--- src/rtl/lock_pkg.sv ---
// Shared types and width helpers for the parametrised password lock.
package lock_pkg;

    typedef enum logic [2:0] {
        ENTRY    = 3'd0,
        CHECK    = 3'd1,
        ERROR    = 3'd2,
        UNLOCKED = 3'd3,
        SET      = 3'd4,
        LOCKED   = 3'd5
    } lock_state_e;

    // Number of bits needed to hold every value 0..value (never less than one).
    function automatic int bits_for(input int value);
        bits_for = (value < 2) ? 1 : $clog2(value + 1);
    endfunction

    function automatic int max3(input int a, input int b, input int c);
        int m;
        m = (a > b) ? a : b;
        max3 = (m > c) ? m : c;
    endfunction

endpackage

--- src/rtl/lock_timer.sv ---
// Loadable down-counter shared by the ERROR, UNLOCKED and LOCKED phases.
module lock_timer #(
    parameter int W = 8
) (
    input  logic         clk,
    input  logic         reset,
    input  logic         load,
    input  logic [W-1:0] load_val,
    input  logic         hold,
    output logic         expire
);

    logic [W-1:0] count_q;
    logic [W-1:0] count_d;

    // Next count: load wins, then hold, otherwise count down and rest at zero.
    always_comb begin
        count_d = count_q;
        if (load) begin
            count_d = load_val;
        end else if (hold) begin
            count_d = count_q;
        end else if (count_q != W'(0)) begin
            count_d = count_q - W'(1);
        end else begin
            count_d = count_q;
        end
    end

    // Counter register.
    always_ff @(posedge clk or negedge reset) begin
        if (!reset) begin
            count_q <= W'(0);
        end else begin
            count_q <= count_d;
        end
    end

    // A value of 1 marks the last cycle of a phase; a zero load never expires.
    assign expire = (count_q == W'(1)) && !hold && !load;

endmodule

--- src/rtl/fsm_password_lock_param.sv ---
// Parametrised password lock: digit entry, attempt limiting, timed lockout,
// timed unlock window and password programming while unlocked.
module fsm_password_lock_param
    import lock_pkg::*;
#(
    parameter int N_DIGITS       = 4,
    parameter int DIGIT_W        = 4,
    parameter int MAX_ATTEMPTS   = 3,
    parameter logic [N_DIGITS*DIGIT_W-1:0] DEFAULT_PASS = 16'h1234,
    parameter int UNLOCK_CYCLES  = 16,
    parameter int ERR_CYCLES     = 4,
    parameter int LOCKOUT_CYCLES = 64,
    localparam int ATT_W         = bits_for(MAX_ATTEMPTS)
) (
    input  logic                         clk,
    input  logic                         reset,
    input  logic [DIGIT_W-1:0]           digit,
    input  logic                         enter,
    input  logic                         clear,
    input  logic                         set_pass,
    input  logic                         view_pass,
    output logic                         green_led,
    output logic                         red_led,
    output logic                         alarm,
    output logic [N_DIGITS*DIGIT_W-1:0]  viewed_pass,
    output logic [ATT_W-1:0]             attempts_left
);

    localparam int PASS_W = N_DIGITS * DIGIT_W;
    localparam int CNT_W  = bits_for(N_DIGITS);
    localparam int TMR_W  = bits_for(max3(UNLOCK_CYCLES, ERR_CYCLES, LOCKOUT_CYCLES));

    lock_state_e       state_q, state_d;
    logic [PASS_W-1:0] buffer_q, buffer_d;
    logic [PASS_W-1:0] stored_q, stored_d;
    logic [CNT_W-1:0]  count_q, count_d;
    logic [ATT_W-1:0]  attempts_q, attempts_d;
    logic              green_q, green_d;
    logic              red_q, red_d;
    logic              alarm_q, alarm_d;

    logic              tmr_load_s;
    logic              tmr_hold_s;
    logic [TMR_W-1:0]  tmr_val_s;
    logic              tmr_expire_s;
    logic [PASS_W-1:0] shifted_s;
    logic              last_digit_s;

    lock_timer #(.W(TMR_W)) u_timer (
        .clk      (clk),
        .reset    (reset),
        .load     (tmr_load_s),
        .load_val (tmr_val_s),
        .hold     (tmr_hold_s),
        .expire   (tmr_expire_s)
    );

    // New digits enter at the bottom so the first digit ends up most significant.
    assign shifted_s    = (buffer_q << DIGIT_W) | PASS_W'(digit);
    assign last_digit_s = (count_q == CNT_W'(N_DIGITS - 1));

    // Next-state, datapath and output decode.
    always_comb begin
        state_d    = state_q;
        buffer_d   = buffer_q;
        count_d    = count_q;
        stored_d   = stored_q;
        attempts_d = attempts_q;
        tmr_load_s = 1'b0;
        tmr_val_s  = TMR_W'(0);
        tmr_hold_s = 1'b0;
        case (state_q)
            ENTRY: begin
                if (clear) begin
                    buffer_d = '0;
                    count_d  = CNT_W'(0);
                end else if (enter) begin
                    buffer_d = shifted_s;
                    if (last_digit_s) begin
                        count_d = CNT_W'(0);
                        state_d = CHECK;
                    end else begin
                        count_d = count_q + CNT_W'(1);
                    end
                end else begin
                    buffer_d = buffer_q;
                end
            end
            CHECK: begin
                buffer_d   = '0;
                count_d    = CNT_W'(0);
                tmr_load_s = 1'b1;
                if (buffer_q == stored_q) begin
                    state_d    = UNLOCKED;
                    attempts_d = ATT_W'(MAX_ATTEMPTS);
                    tmr_val_s  = TMR_W'(UNLOCK_CYCLES);
                end else if (attempts_q == ATT_W'(1)) begin
                    state_d    = LOCKED;
                    attempts_d = ATT_W'(0);
                    tmr_val_s  = TMR_W'(LOCKOUT_CYCLES);
                end else begin
                    state_d    = ERROR;
                    attempts_d = attempts_q - ATT_W'(1);
                    tmr_val_s  = TMR_W'(ERR_CYCLES);
                end
            end
            ERROR: begin
                if (tmr_expire_s) begin
                    state_d = ENTRY;
                end else begin
                    state_d = ERROR;
                end
            end
            UNLOCKED: begin
                if (set_pass) begin
                    state_d    = SET;
                    tmr_hold_s = 1'b1;
                    buffer_d   = '0;
                    count_d    = CNT_W'(0);
                end else if (tmr_expire_s) begin
                    state_d = ENTRY;
                end else begin
                    state_d = UNLOCKED;
                end
            end
            SET: begin
                tmr_hold_s = 1'b1;
                if (clear) begin
                    state_d  = ENTRY;
                    buffer_d = '0;
                    count_d  = CNT_W'(0);
                end else if (enter) begin
                    if (last_digit_s) begin
                        stored_d = shifted_s;
                        buffer_d = '0;
                        count_d  = CNT_W'(0);
                        state_d  = ENTRY;
                    end else begin
                        buffer_d = shifted_s;
                        count_d  = count_q + CNT_W'(1);
                    end
                end else begin
                    state_d = SET;
                end
            end
            LOCKED: begin
                // With a zero lockout the timer never reaches 1, so this holds until reset.
                if (tmr_expire_s) begin
                    state_d    = ENTRY;
                    attempts_d = ATT_W'(MAX_ATTEMPTS);
                    buffer_d   = '0;
                    count_d    = CNT_W'(0);
                end else begin
                    state_d = LOCKED;
                end
            end
            default: begin
                state_d  = ENTRY;
                buffer_d = '0;
                count_d  = CNT_W'(0);
            end
        endcase
        green_d = (state_d == UNLOCKED) || (state_d == SET);
        red_d   = (state_d == ERROR) || (state_d == LOCKED);
        alarm_d = (state_d == LOCKED);
    end

    // State, datapath and registered outputs.
    always_ff @(posedge clk or negedge reset) begin
        if (!reset) begin
            state_q    <= ENTRY;
            buffer_q   <= '0;
            stored_q   <= DEFAULT_PASS;
            count_q    <= CNT_W'(0);
            attempts_q <= ATT_W'(MAX_ATTEMPTS);
            green_q    <= 1'b0;
            red_q      <= 1'b0;
            alarm_q    <= 1'b0;
        end else begin
            state_q    <= state_d;
            buffer_q   <= buffer_d;
            stored_q   <= stored_d;
            count_q    <= count_d;
            attempts_q <= attempts_d;
            green_q    <= green_d;
            red_q      <= red_d;
            alarm_q    <= alarm_d;
        end
    end

    assign green_led     = green_q;
    assign red_led       = red_q;
    assign alarm         = alarm_q;
    assign attempts_left = attempts_q;
    assign viewed_pass   = (green_q && view_pass) ? stored_q : '0;

endmodule

--- config.mk ---
export PLATFORM = sky130hd
export DESIGN_NAME = fsm_password_lock_param
export DESIGN_NICKNAME = d
export VERILOG_FILES = /design/src/rtl/lock_pkg.sv /design/src/rtl/lock_timer.sv /design/src/rtl/fsm_password_lock_param.sv
export SDC_FILE = /design/constraint.sdc
export NUM_CORES = 1
export LEC_CHECK = 0
export BUFFER_PORTS_ARGS = -buffer_cell sky130_fd_sc_hd__buf_2
export CAP_MARGIN = 20
export CORE_ASPECT_RATIO = 0.8
export CORE_MARGIN = 2
export CORE_UTILIZATION = 55
export CTS_CLUSTER_SIZE = 40
export DETAILED_ROUTE_END_ITERATION = 7
export PLACE_DENSITY = 0.77
export SLEW_MARGIN = 15
export SYNTH_ARGS = -nofsm -noshare
export SYNTH_HDL_FRONTEND = slang
export SYNTH_SLANG_ARGS = --single-unit
--- constraint.sdc ---
create_clock -name clk -period 2.55 [get_ports clk]
set_input_delay 0.3825 -clock clk [delete_from_list [all_inputs] [get_ports clk]]
set_output_delay 0.3825 -clock clk [all_outputs]
set_load 0.1 [all_outputs]
# == After elaboration in Yosys (flattened, before gate mapping) ==
# Cells that the tools add are included.
# op_classes
n_mux,41
mul,0
n_div,0
n_eq_ne,19
reduce_logical,17
bitwise,3
n_shift,0
order_cmp,0
n_addsub,3
# ops
operator,count
two-way mux 16 bit,8
one-hot mux 16 bit (5 select lines),1
two-way mux 3 bit,15
two-way mux 7 bit,6
one-hot mux 3 bit (6 select lines),1
equality test 16 bit,1
bitwise OR 16 x 4 -> 16 bit,1
"equality test 3 x 2 -> 1 bit, second input constant",5
"equality test 3 bit, second input constant",4
one-hot mux 3 bit (4 select lines),1
two-way mux 2 bit,5
AND reduction 4 bit,2
"equality test 7 x 1 -> 1 bit, second input constant",1
nonzero test 7 bit,1
"subtractor 7 x 1 -> 7 bit, second input constant",1
"inequality test 3 bit, second input constant",2
AND reduction 5 bit,1
"inequality test 2 bit, second input constant",2
one-hot mux 2 bit (2 select lines),1
AND reduction 2 bit,2
nonzero test 2 bit,2
"adder 3 x 1 -> 3 bit, second input constant",1
"equality test 3 x 1 -> 1 bit, second input constant",1
logical AND 1 bit,3
other kinds (11),15
# word_totals
word_cells,92
romBits,0
latchBits,0
in_bits,10
out_inout_bits,21
mem_bits_rw,0
memories,0
reg_bits,50

# == Depth between registers and ports, before layout ==
# depth
word_depth,10
depth_mapped,7
ltp_nobuf,6

# == Hierarchy ==
# Synthesis repeated with hierarchy kept, for this count alone.
# unflattened
cells_unflattened,277
hier_area_um2,2775.2
# modules_own_cells
module,area_each_um2,cells_each,instances,seq_area_each_um2
fsm_password_lock_param,2299.7,224,1,1084.8
lock_timer,475.5,53,1,175.2

# == Least setup slack after synthesis ==
# No wires, ideal clock.
# synth_path
path_kind,reg-to-output
start,"register green_q, in the netlist green_led"
end,output viewed_pass[10]
arrival_time_ps,2045
setup_slack_ps,123
stages_incl_launch_ff,3
n_path_buf,1
required_time_ps,2168
path_cell_list,dfrtp_1 clkbuf_1 and3_1
# synth_between
elab_chain_len,2
# synth_lines
element,line,source
from (decl),fsm_password_lock_param.sv:38,"logic green_q, green_d;"
from (signal assigned),fsm_password_lock_param.sv:185,green_q <= green_d;
logical AND 1 bit,fsm_password_lock_param.sv:195,assign viewed_pass = (green_q && view_pass) ? stored_q : '0;
two-way mux 16 bit,fsm_password_lock_param.sv:195,
to (decl),fsm_password_lock_param.sv:25,"output logic [N_DIGITS*DIGIT_W-1:0] viewed_pass,"
# Every way passes these cells.

# == Worst setup path after layout ==
# layout_path
start,register u_timer.count_q[0]
end,register u_timer.count_q[3]
# layout_between
elab_chain_len,4
elab_cells_between_ends,7
cone_classes,add/sub (1); mux (3); reduce/logical (3)
# layout_lines
element,line,source
from (decl),lock_timer.sv:13,logic [W-1:0] count_q;
from (signal assigned),lock_timer.sv:35,count_q <= count_d;
subtractor 7 x 1 -> 7 bit,lock_timer.sv:24,count_d = count_q - W'(1);
two-way mux 7 bit,lock_timer.sv:23,end else if (count_q != W'(0)) begin
two-way mux 7 bit,lock_timer.sv:21,end else if (hold) begin
two-way mux 7 bit,lock_timer.sv:19,if (load) begin
# Parallel ways exist; a longest one is shown, timed or not. The select of a mux whose other input is x is not followed.
# A chain may end at the register's enable or synchronous reset.

==> impl_metrics.toml <==
[detailed_routing]
wl_met1_mm = 2.60
wl_met2_mm = 2.25
drt-total-wl_mm = 5.12
dr.max_layer_used = "met4"
vias = 1956
vias_per_cell = 5.64
wl_per_cell_um = 14.7
drt_iter0_markers = 190
ant_nets = 0
dr.pass1.iters = 4
wl_met3_um = 217
drc = 0

[yosys]
synth-simple-area-share_pct = 18.7
synth_seq_cells = 50
synth_edf_count = 0
synth_xor_xnor_area_share_pct = 5.42
synth_cell_types = 51
syn_nets = 272
synth_area_leaders = "dfrtp_1 42%, dfstp_2 7.1%, nand2_1 6.2%"
synthAdderAreaFrac_pct = 2.42
synth_mux_area_share_pct = 7.35
ys_seq_area_share_pct = 48.7
synth_top_family_by_area = "simple AND/OR/NAND/NOR gates"
synth_top_area_cell = "dfrtp_1"
synth_compound_area_share_pct = 14.5
synth_flop_cell = "dfrtp_1"
syn_area_per_cell_um2 = 10.1
yosys_warnings = 0
synth_top_area_share_pct = 41.6
netlist_area_um2 = 2590
syn_inst = 257
async_flop_share_pct = 100

[grt]
grt.total_usage_pct = 21.6
grt_pass1_wl_mm = 8.73
grt_overflow = 0
grt_pass1_vias = 1810
grt_max_degree = 38
antenna_found_initial = 0

[setup_path]
path_cells = "inv_1, ha_1, and3_1, a221o_1, or4b_1, a21oi_1"
worst_path_max_delay_cell = "or4b_1"
cp-end-kind = "flop"
reg2reg_slack_ns = 0.45
crit_fanout = 11
r2r_cells = 6
critPathLaunchType = "flop"
arrival_ns = 2.31
crit_start = "u_timer.count_q[0]"
criticalPathCategory = "flop to flop"
cp_slowest_stage_delay_ns = 0.51
rr_endpoint = "u_timer.count_q[3]"
rr_startpoint = "u_timer.count_q[0]"
crit_required_ns = 2.76

[clock_tree]
cts_root_buf = "clkbuf_8"
cts.clk_slew.worst_paths_ns = 0.09
holdBufCountCts = 0
cts-resized-gates = 0
numClockSinks = 50
clockBufferDepth = 2
cts_buffers = 5
cts_tree = "built"
cts_setup_buffers = 0
clock_latency_ns = 0.30
cts_htree_levels = 2

[place]
port_buffers = 30
dp_hpwl_mm = 3.62
routabilityCongestion = 0.909

[pwr]
ir_drop_mv = 0.772
power_uw = 2690
powerDensity_nw_per_um2 = 935
leakagePower_uw = 0.00141

[final_layout]
fillers = 400
drive_above_1_share_pct = 21.6
syn_to_final_growth_pct = 11.4
fin_nets = 302
final_cell_mix = "43 x nand2_1, 43 x dfrtp_1, 30 x buf_2"
n_antenna_cell = 0

[hold_path]
hold_class = "primary input to async pin"

[timing]
finalSetupTns_ns = 0
worstMarginPinSlew_ns = 0.689
layout_min_cycle_time_ns = 2.10
finalClockSkew_ns = 0.0129
finalHoldViolations = 0
setup_viol = 0
maxSlewHeadroom_pct = 53.9
rsz0062_at_grt = "false"
fin_crit_sh_pct = 82.4
slew_violations = 0
fmax_ghz = 0.476

[floorplanning]
pin_count = 31
die_h_um = 65.3
rows = 22
die_area_um2 = 5270
core-area_um2 = 4570
die_w_um = 80.7
start_util_pct = 56.6

[outcome]
status = "complete, no violations"

[run]
cap_violations = 0
## worst max-delay path: cells and delay by family, from the launching register on
kind	cells	cell delay (ns)
simple gates	2	0.67
fa+ha+maj	1	0.22
buf+inv	1	0.10
compound gates	2	0.64
flops	1	0.40
## synthesized netlist by cell type, types with 2 or more instances
cell type / n
o32a_1: 2
nand2_1: 43
o21ai_0: 5
mux2_1: 10
nand4_1: 5
nand3b_1: 2
buf_2: 5
clkbuf_1: 6
nor2_1: 13
or3_1: 2
o21ai_1: 19
a21oi_1: 5
dfrtp_1: 43
ha_1: 5
nand3_1: 4
and3_1: 17
a31oi_1: 3
xnor2_1: 16
nor2b_1: 2
mux2_2: 6
dfstp_2: 7
o21bai_1: 2
a21o_1: 2
nand2b_1: 3
inv_1: 4
## metal layers
| layer | up-vias | global-route usage [%] |
|---|---|---|
| li1 | 976 | - |
| met1 | 919 | 33.0 |
| met2 | 52 | 32.1 |
| met3 | 9 | 3.71 |
| met4 | 0 | 5.30 |
| met5 | - | 0 |
## flip-flops by register name, indices dropped and copies added, names as in the netlist
name / flops
green_led: 1
attempts_left: 2
alarm: 1
red_led: 1
count_q: 3
u_timer.count_q: 7
buffer_q: 16
stored_q: 16
state_q: 3
## cells by family after synthesis
| group | count (synthesis) |
|---|---|
| XOR/XNOR | 16 |
| buffers and inverters | 16 |
| AND/OR/NAND/NOR | 98 |
| flip-flops | 50 |
| adder cells (fa/ha/maj) | 5 |
| AO/OA/AOI/OAI | 55 |
| multiplexers | 17 |
## layout make-up
type	count	area [um^2]	area share (%)
clock buffers	5	68.8	2.39
well taps	60	75.1	2.61
multi-input cells	191	1250	43.5
repair buffers	35	200	6.95
flip-flops and latches	50	1260	43.7
inverters	4	15.0	0.521
clock inverters	2	10.0	0.347
## per-stage QoR
stage	area (um^2)	cells	utilization (%)	worst slack, ns	hold slack [ns]
after detailed placement	2800	340	61.3	0.478	0.340
after CTS	2880	347	63.1	0.462	0.0169
after global placement	2800	340	61.3	0.522	0.336
after global routing	2880	347	63.1	0.308	0.0234
final	2880	347	63.1	0.449	0.00590
after floorplan	2590	257	-	0.123	0.0869
## report_power, final
part	switching, uW	internal, uW
Clock	252	185
Sequential	198	963
Combinational	705	391
Total	1150	1540
## how the worst max path moves through the flow
stage	endpoint	slack (ns)	cells past startpoint
after floorplan	viewed_pass[10]	0.12	2
final	u_timer.count_q[3]	0.45	6
after CTS	u_timer.count_q[3]	0.46	6
after detailed placement	u_timer.count_q[3]	0.48	6
after global routing	u_timer.count_q[3]	0.31	6
after global placement	u_timer.count_q[3]	0.52	6
Power figures use the tool's default switching activity.
